### src/rtl/stage_mem.sv
// Memory stage: turns load/store requests from execute into a single outstanding
// data-memory transaction, and registers the write-back result for the next stage.
module stage_mem #(
  parameter int WD_SIZE        = 32,
  parameter int INSTR_REG_SIZE = 5
) (
  input  logic                      clk,
  input  logic                      reset,
  input  logic                      ctrl_ld_i,
  input  logic                      ctrl_st_i,
  input  logic                      ctrl_reg_write_i,
  input  logic [2:0]                ctrl_mem_width_i,
  input  logic [WD_SIZE-1:0]        alu_result_i,
  input  logic [WD_SIZE-1:0]        rs2_data_i,
  input  logic [INSTR_REG_SIZE-1:0] rd_i,
  output logic                      dmem_req_o,
  output logic                      dmem_we_o,
  output logic [WD_SIZE-1:0]        dmem_addr_o,
  output logic [3:0]                dmem_be_o,
  output logic [WD_SIZE-1:0]        dmem_wdata_o,
  input  logic                      dmem_gnt_i,
  input  logic                      dmem_rvalid_i,
  input  logic [WD_SIZE-1:0]        dmem_rdata_i,
  output logic                      stall_proc_o,
  output logic [WD_SIZE-1:0]        wb_data_o,
  output logic [INSTR_REG_SIZE-1:0] rd_o,
  output logic                      ctrl_reg_write_o,
  output logic                      misalign_o
);

  typedef enum logic [1:0] {IDLE, REQ, RSP} state_e;

  state_e                    state_q, state_d;
  logic [WD_SIZE-1:0]        addr_q, addr_d;
  logic [3:0]                be_q, be_d;
  logic [WD_SIZE-1:0]        wdata_q, wdata_d;
  logic [2:0]                width_q, width_d;
  logic [INSTR_REG_SIZE-1:0] rd_cap_q, rd_cap_d;
  logic                      rw_cap_q, rw_cap_d;
  logic                      load_q, load_d;
  logic [WD_SIZE-1:0]        wb_data_q, wb_data_d;
  logic [INSTR_REG_SIZE-1:0] rd_q, rd_d;
  logic                      reg_write_q, reg_write_d;
  logic                      misalign_q, misalign_d;

  logic                      stall_c;
  logic [1:0]                size_c;
  logic                      bad_access_c;
  logic [3:0]                be_new_c;
  logic [WD_SIZE-1:0]        wdata_new_c;
  logic [7:0]                ld_byte_c;
  logic [15:0]               ld_half_c;
  logic [WD_SIZE-1:0]        ld_data_c;

  // Decode the incoming access: lane enables, lane-placed store data and legality.
  always_comb begin
    size_c       = ctrl_mem_width_i[1:0];
    bad_access_c = 1'b0;
    be_new_c     = 4'b1111;
    wdata_new_c  = rs2_data_i;
    case (size_c)
      2'b00: begin
        be_new_c    = 4'b0001 << alu_result_i[1:0];
        wdata_new_c = {(WD_SIZE/8){rs2_data_i[7:0]}};
      end
      2'b01: begin
        be_new_c     = 4'b0011 << alu_result_i[1:0];
        wdata_new_c  = {(WD_SIZE/16){rs2_data_i[15:0]}};
        bad_access_c = alu_result_i[0];
      end
      2'b10:   bad_access_c = ctrl_mem_width_i[2] || (alu_result_i[1:0] != 2'b00);
      default: bad_access_c = 1'b1;
    endcase
  end

  always_comb begin
    ld_byte_c = dmem_rdata_i[{addr_q[1:0], 3'b000} +: 8];
    ld_half_c = dmem_rdata_i[{addr_q[1], 4'b0000} +: 16];
    case (width_q)
      3'b000:  ld_data_c = {{(WD_SIZE-8){ld_byte_c[7]}}, ld_byte_c};
      3'b100:  ld_data_c = {{(WD_SIZE-8){1'b0}}, ld_byte_c};
      3'b001:  ld_data_c = {{(WD_SIZE-16){ld_half_c[15]}}, ld_half_c};
      3'b101:  ld_data_c = {{(WD_SIZE-16){1'b0}}, ld_half_c};
      default: ld_data_c = dmem_rdata_i;
    endcase
  end

  // Write-back and misalign are single-cycle pulses unless explicitly set below.
  always_comb begin
    state_d     = state_q;
    addr_d      = addr_q;
    be_d        = be_q;
    wdata_d     = wdata_q;
    width_d     = width_q;
    rd_cap_d    = rd_cap_q;
    rw_cap_d    = rw_cap_q;
    load_d      = load_q;
    wb_data_d   = wb_data_q;
    rd_d        = rd_q;
    reg_write_d = 1'b0;
    misalign_d  = 1'b0;
    stall_c     = 1'b0;
    case (state_q)
      IDLE: begin
        if (ctrl_ld_i || ctrl_st_i) begin
          if (bad_access_c) begin
            misalign_d = 1'b1;
          end else begin
            addr_d   = alu_result_i;
            be_d     = be_new_c;
            wdata_d  = wdata_new_c;
            width_d  = ctrl_mem_width_i;
            rd_cap_d = rd_i;
            rw_cap_d = ctrl_reg_write_i;
            load_d   = ctrl_ld_i;
            state_d  = REQ;
            stall_c  = 1'b1;
          end
        end else begin
          wb_data_d   = alu_result_i;
          rd_d        = rd_i;
          reg_write_d = ctrl_reg_write_i;
        end
      end
      REQ: begin
        stall_c = 1'b1;
        if (dmem_gnt_i) begin
          if (load_q) begin
            state_d = RSP;
          end else begin
            state_d = IDLE;
            stall_c = 1'b0;
          end
        end
      end
      RSP: begin
        stall_c = !dmem_rvalid_i;
        if (dmem_rvalid_i) begin
          wb_data_d   = ld_data_c;
          rd_d        = rd_cap_q;
          reg_write_d = rw_cap_q;
          state_d     = IDLE;
        end
      end
      default: state_d = IDLE;
    endcase
  end

  always_ff @(posedge clk or posedge reset) begin
    if (reset) begin
      state_q     <= IDLE;
      addr_q      <= '0;
      be_q        <= '0;
      wdata_q     <= '0;
      width_q     <= '0;
      rd_cap_q    <= '0;
      rw_cap_q    <= 1'b0;
      load_q      <= 1'b0;
      wb_data_q   <= '0;
      rd_q        <= '0;
      reg_write_q <= 1'b0;
      misalign_q  <= 1'b0;
    end else begin
      state_q     <= state_d;
      addr_q      <= addr_d;
      be_q        <= be_d;
      wdata_q     <= wdata_d;
      width_q     <= width_d;
      rd_cap_q    <= rd_cap_d;
      rw_cap_q    <= rw_cap_d;
      load_q      <= load_d;
      wb_data_q   <= wb_data_d;
      rd_q        <= rd_d;
      reg_write_q <= reg_write_d;
      misalign_q  <= misalign_d;
    end
  end

  // Bus outputs come only from captured state, so they stay stable until granted.
  assign dmem_req_o       = (state_q == REQ);
  assign dmem_we_o        = dmem_req_o && !load_q;
  assign dmem_addr_o      = dmem_req_o ? {addr_q[WD_SIZE-1:2], 2'b00} : '0;
  assign dmem_be_o        = dmem_req_o ? be_q : 4'b0000;
  assign dmem_wdata_o     = dmem_req_o ? wdata_q : '0;
  assign stall_proc_o     = stall_c && !reset;
  assign wb_data_o        = wb_data_q;
  assign rd_o             = rd_q;
  assign ctrl_reg_write_o = reg_write_q;
  assign misalign_o       = misalign_q;

endmodule

### config.mk
export PLATFORM = sky130hd
export DESIGN_NAME = stage_mem
export DESIGN_NICKNAME = d
export VERILOG_FILES = /design/src/rtl/stage_mem.sv
export SDC_FILE = /design/constraint.sdc
export NUM_CORES = 1
export LEC_CHECK = 0
export ABC_CLOCK_PERIOD_IN_PS = 4600
export CORE_UTILIZATION = 64
export DETAILED_ROUTE_END_ITERATION = 10
export DONT_BUFFER_PORTS = 1
export GPL_ROUTABILITY_DRIVEN = 0
export PLACE_DENSITY = 0.91
export SLEW_MARGIN = 25
export SYNTH_ARGS = -nofsm -noshare
export SYNTH_HDL_FRONTEND = slang
export SYNTH_SLANG_ARGS = --single-unit
### constraint.sdc
create_clock -name clk -period 4.6 [get_ports clk]
set_clock_uncertainty 0.1 [all_clocks]
set_input_delay 0.69 -clock clk [delete_from_list [all_inputs] [get_ports clk]]
set_output_delay 0.69 -clock clk [all_outputs]
set_load 0.02 [all_outputs]
# ---- Word level (Yosys, flattened, before mapping)
# Index checks and enable logic that the tools add are counted.
dict set report totals {
  register_bits 119
  output_inout_bits 110
  input_bits 111
  word_cells 74
}
dict set report classes {
  mux 30
  eq_ne 12
  shift 4
  reduce_logical 15
  bitwise 1
}
# cell count
set op_table {}
lappend op_table {{two-way mux 32 bit} 4}
lappend op_table {{case mux 32 bit (2 select lines)} 2}
lappend op_table {{case mux 32 bit (4 select lines)} 1}
lappend op_table {{indexed part select 32 x 6 -> 16 bit} 1}
lappend op_table {{indexed part select 32 x 6 -> 8 bit} 1}
lappend op_table {{two-way mux 2 bit} 5}
lappend op_table {{two-way mux 5 bit} 2}
lappend op_table {{case mux 5 bit (2 select lines)} 1}
lappend op_table {{two-way mux 1 bit} 9}
lappend op_table {{!= test 2 bit (second input constant)} 4}
lappend op_table {{case mux 4 bit (2 select lines)} 1}
lappend op_table {{equality test 3 bit (second input constant)} 2}
lappend op_table {{case mux 1 bit (3 select lines)} 2}
lappend op_table {{case mux 2 bit (3 select lines)} 1}
lappend op_table {{AND reduction 3 bit} 2}
lappend op_table {{equality test 2 x 1 -> 1 bit (second input constant)} 2}
lappend op_table {{equality test 2 bit (second input constant)} 2}
lappend op_table {{zero test 2 bit} 2}
lappend op_table {{two-way mux 4 bit} 1}
lappend op_table {{AND reduction 4 bit} 1}
lappend op_table {{nonzero test 2 bit} 2}
lappend op_table {{<< shifter 1 x 2 -> 4 bit (first input constant)} 1}
lappend op_table {{<< shifter 2 x 2 -> 4 bit (first input constant)} 1}
lappend op_table {{equality test 3 x 1 -> 1 bit (second input constant)} 1}
lappend op_table {{7 further kinds} 11}

# ---- Longest topological paths before layout
dict set report logic_depth {
  ltp_word 7
  ltp_mapped 7
  depth_no_buf 4
}

# ---- Least setup slack after synthesis
# No wires, ideal clock.
dict set report synth_path {
  path_type {input to output}
  from {input port alu_result_i[0]}
  to {output port stall_proc_o}
  stages 6
  path_slack_ps 1691
  n_path_buf 3
  t_arrival_ps 2119
  required_time_ps 3810
  path_cell_list {clkbuf_1 -> nor4_2 -> o221ai_2 -> buf_2 -> buf_2 -> a21oi_1}
}
dict set report synth_via {
  elab_chain_len 7
}
# element line_no
set synth_rtl {}
lappend synth_rtl {{from (decl)} 13} ;# input logic [WD_SIZE-1:0] alu_result_i,
lappend synth_rtl {{nonzero test 2 bit} 71} ;# 2'b10: bad_access_c = ctrl_mem_width_i[2] || (alu_result_i[1:0] != 2'b00);
lappend synth_rtl {{logical OR 1 bit} 71}
lappend synth_rtl {{case mux 1 bit (3 select lines) (*)} 61} ;# case (size_c)
lappend synth_rtl {{two-way mux 1 bit (*)} 106} ;# if (bad_access_c) begin
lappend synth_rtl {{two-way mux 1 bit (*)} 105} ;# if (ctrl_ld_i || ctrl_st_i) begin
lappend synth_rtl {{case mux 1 bit (3 select lines) (*)} 103} ;# case (state_q)
lappend synth_rtl {{logical AND 1 bit (*)} 185} ;# assign stall_proc_o = stall_c && !reset;
lappend synth_rtl {{to (decl)} 24} ;# output logic stall_proc_o,
# Every way passes the cells marked *; elsewhere a longest branch is shown, timed or not.

# ---- Final worst setup path
dict set report layout_path {
  from {register state_q[0]}
  to {output port stall_proc_o}
}
dict set report layout_via {
  elab_chain_len 3
  word_cells_on_any_way 5
  classes_between {2 x eq/ne; 1 x mux; 2 x reduce/logical}
}
# element line_no
set layout_rtl {}
lappend layout_rtl {{from (decl)} 33} ;# state_e state_q, state_d;
lappend layout_rtl {{from (signal assigned)} 164} ;# state_q <= state_d;
lappend layout_rtl {{equality test 2 x 1 -> 1 bit} n/a}
lappend layout_rtl {{via dmem_req_o} 16} ;# output logic dmem_req_o,
lappend layout_rtl {{case mux 1 bit (3 select lines)} 103}
lappend layout_rtl {{logical AND 1 bit} 185}
# The timed path passes the listed nets, and every way through them passes these cells.

==> impl_metrics.yaml <==
worst_setup_path:
  crit_chain: "nand2b_1, clkinv_1, buf_4, a21oi_1, a21oi_1"
  critical_path.max_stage_delay_ps: 630
  timing.critical_path.from_type: "flip-flop"
  path_delay_family: "buffers and inverters"
  cp_max_fo: 37
  timing_worst_setup_path_type: "flip-flop to output pin"
  arrival_time_at_the_worst_endpoint_ps: 2680
  cell_type_with_the_highest_occurrence_count_on_the_critical_path: "sky130_fd_sc_hd__a21oi_1"
  critical_path.endpoint_type: "output pin"
  worstPathRequired_ps: 3810
  worstPathBufferInverterCount: 2
  worst_path_max_delay_cell: "sky130_fd_sc_hd__clkinv_1"
detailed_routing:
  route.final.wire_length_um: 15200
  detail_route.wl_per_cell_um: 20.7
  dr.first_iter.drc_count: 280
  postRouteAntennaNets: 0
  via_count: 4589
  detail_route.drc_violations: 0
  via_count_normalized_by_instance_count: 6.24
  drtPass1Iterations: 5
sta:
  min_period_over_period_pct: 75.5
  rsz0062_at_grt: "no"
  period_minus_slack_ps: 3470
  tightestPinTransition_ps: 944
  maxClockFrequency_mhz: 288
  slew-limit-headroom_pct: 37.1
  hold_violations: 0
  fin_ws_ps: 1130
  setup-tns-final_ps: 0
  slew_violations: 0
  final-setup-viol-count: 0
synth:
  synth_cell_types: 44
  post_synth_inst_count: 616
  syn-cell-area_um2: 6090
  syn-mean-instance-area_um2: 9.89
  yosys_warnings: 0
  yosysSeqAreaShare_pct: 48.9
  synth_edf_count: 0
  async_flop_share_pct: 100
  ys_dominant_reg_cell: "sky130_fd_sc_hd__dfrtp_1"
  postSynthRegisterBits: 119
grt:
  grt_usage_pct: 30.9
  grt_start_max_net_pins: 108
  grt_first_pass_wirelength_um: 23500
  antenna_found_initial: 0
  grt_pass1_vias: 4494
  remaining_global_route_overflow: 0
die:
  die-width_um: 99.6
  dieHeight_um: 99.6
  die_area_um2: 9910
  rows: 35
  start_util_pct: 65.9
  design.core.area_um2: 9240
  io_pins: 221
clocking:
  clock_path_buffers: 2
  cts_hold_repair.buffers: 0
  clock-sinks: 119
  cts_root_buffer: "sky130_fd_sc_hd__clkbuf_8"
  clkLatencyLatePin_ps: 500
  cts-resized-gates: 0
  ctsHtreeMaxLevel: 4
  numCtsBuffers: 17
  clk_transition_reported_paths_ps: 60
  cts_tree: "done"
  postCtsSetupBuffers: 0
placed_design:
  place_area_um2: 6100
  dpl_worst_slack_ps: 1630
  final_hpwl_from_detailed_placement_um: 10900
  placement.io_buffers: 0
cells_and_area:
  syn_to_final_growth_pct: 10.0
  final_layout_size_suffix_gt1_share_pct: 13.2
  design_area_um2: 6700
  n_antenna_cell: 0
  net_count_of_the_finished_layout: 705
power_and_ir_drop:
  power.static_leakage_nw: 2.87
  post-layout-total-power_w: 0.00495
  powerDensity_nw_per_um2: 738
  vdd_ir_drop_max_uv: 715
min_path:
  min_path_type: "input port to async pin"
flow_run:
  maxCapViolCount: 0
run_status:
  outcome: "finished, final reports clean"
[cell families after synthesis]
| logic type | after synthesis | synth area share (%) |
|---|---|---|
| buffers and inverters | 53 | 3.80 |
| muxes | 88 | 15.8 |
| and+or+nand+nor | 248 | 19.9 |
| DFF | 119 | 48.9 |
| AOI/OAI and AO/OA | 107 | 11.6 |
| other | 1 | 0.0616 |
[placed cells by master, fill, tap and decap left out, types with 2 or more instances in the layout]
cell / count
sky130_fd_sc_hd__a211oi_1: 16
sky130_fd_sc_hd__a21o_1: 3
sky130_fd_sc_hd__a21oi_1: 14
sky130_fd_sc_hd__a21oi_4: 2
sky130_fd_sc_hd__a31oi_1: 8
sky130_fd_sc_hd__and2_1: 68
sky130_fd_sc_hd__buf_4: 3
sky130_fd_sc_hd__bufinv_16: 2
sky130_fd_sc_hd__clkbuf_16: 16
sky130_fd_sc_hd__clkinv_2: 3
sky130_fd_sc_hd__clkinv_4: 3
sky130_fd_sc_hd__clkinvlp_4: 3
sky130_fd_sc_hd__conb_1: 2
sky130_fd_sc_hd__dfrtp_1: 119
sky130_fd_sc_hd__inv_1: 4
sky130_fd_sc_hd__inv_6: 4
sky130_fd_sc_hd__mux2_1: 19
sky130_fd_sc_hd__mux2_2: 35
sky130_fd_sc_hd__mux2i_1: 33
sky130_fd_sc_hd__nand2_1: 78
sky130_fd_sc_hd__nand2b_1: 4
sky130_fd_sc_hd__nand3_1: 19
sky130_fd_sc_hd__nor2_1: 46
sky130_fd_sc_hd__nor2b_1: 2
sky130_fd_sc_hd__nor3_1: 19
sky130_fd_sc_hd__nor3b_1: 3
sky130_fd_sc_hd__o2111ai_1: 2
sky130_fd_sc_hd__o211ai_1: 5
sky130_fd_sc_hd__o21ai_0: 39
sky130_fd_sc_hd__o221ai_1: 11
sky130_fd_sc_hd__or3_1: 2
[cell usage after synthesis, types with 2 or more instances]
library cell,n,area [µm²]
sky130_fd_sc_hd__dfrtp_1,119,2980
sky130_fd_sc_hd__nand2_1,78,293
sky130_fd_sc_hd__and2_1,68,425
sky130_fd_sc_hd__nor2_1,46,173
sky130_fd_sc_hd__o21ai_0,39,195
sky130_fd_sc_hd__mux2_2,35,394
sky130_fd_sc_hd__mux2i_1,33,330
sky130_fd_sc_hd__clkbuf_1,29,109
sky130_fd_sc_hd__mux2_1,19,214
sky130_fd_sc_hd__nand3_1,19,95.1
sky130_fd_sc_hd__nor3_1,19,95.1
sky130_fd_sc_hd__a211oi_1,16,120
sky130_fd_sc_hd__a21oi_1,14,70.1
sky130_fd_sc_hd__buf_2,14,70.1
sky130_fd_sc_hd__o221ai_1,11,96.3
sky130_fd_sc_hd__a31oi_1,8,50.1
sky130_fd_sc_hd__inv_1,6,22.5
sky130_fd_sc_hd__o211ai_1,5,37.5
sky130_fd_sc_hd__nand2b_1,4,25.0
sky130_fd_sc_hd__a21o_1,3,22.5
sky130_fd_sc_hd__nor2b_1,3,18.8
sky130_fd_sc_hd__nor3b_1,3,22.5
sky130_fd_sc_hd__buf_4,2,15.0
sky130_fd_sc_hd__o2111ai_1,2,17.5
sky130_fd_sc_hd__or3_1,2,12.5
[sequential cells by signal (all words and copies together) (netlist names), 2 cells and up]
name and flops:
rd_o 5, wdata_q 32, be_q 4, addr_q 32, state_q 2, width_q 3
wb_data_o 32, rd_cap_q 5
[power by group]
part           leakage (nW)  total [W]  internal (W)  switching, W
Clock                 0.272    0.00127      0.000774      0.000497
Combinational          1.19    0.00151      0.000587      0.000927
Sequential             1.41    0.00216       0.00156      0.000600
Total                  2.87    0.00495       0.00292       0.00202
[metal layers]
metal  track usage, %  vias up  wire length, µm
li1                 -     2098                -
met1             39.8     2201             5900
met4             14.9        0              530
met3             8.08       49             1260
met5                0        -                0
met2             49.0      241             7550
[final cells by class]
| cell class | count | area [µm²] |
|---|---|---|
| clock inverter | 14 | 150 |
| fill | 671 | 2540 |
| sequential | 119 | 2980 |
| tap | 129 | 161 |
| multi-input combinational | 445 | 2910 |
| timing repair buffer | 5 | 61.3 |
| inverter | 6 | 27.5 |
| clock buffer | 18 | 418 |
[worst paths after layout]
check	cells past startpoint	endpoint	from	slack [ps]
min in group clk	1	addr_q[5]$_DFFE_PP0P_	alu_result_i[5]	220
max in group asynchronous	2	state_q[1]$_DFFE_PP0P_	reset	3350
setup / recovery	5	stall_proc_o	state_q[0]$_DFFE_PP0P_	1130
hold / removal	1	rd_cap_q[1]$_DFFE_PP0P_	reset	70
hold reg to reg	2	wdata_q[27]$_DFFE_PP0P_	wdata_q[27]$_DFFE_PP0P_	380
setup reg to reg	4	state_q[1]$_DFFE_PP0P_	state_q[0]$_DFFE_PP0P_	2290
[per-stage QoR]
| step | hold WS, ps | utilization [%] | cells |
|---|---|---|---|
| detailed placement | 367 | 66.0 | 703 |
| finish | 69.8 | 72.6 | 736 |
| global route | 134 | 72.6 | 736 |
| floorplan | 342 | - | 617 |
| CTS | 197 | 72.2 | 735 |
| global placement | 355 | 66.0 | 703 |
Power figures use the tool's default switching activity.
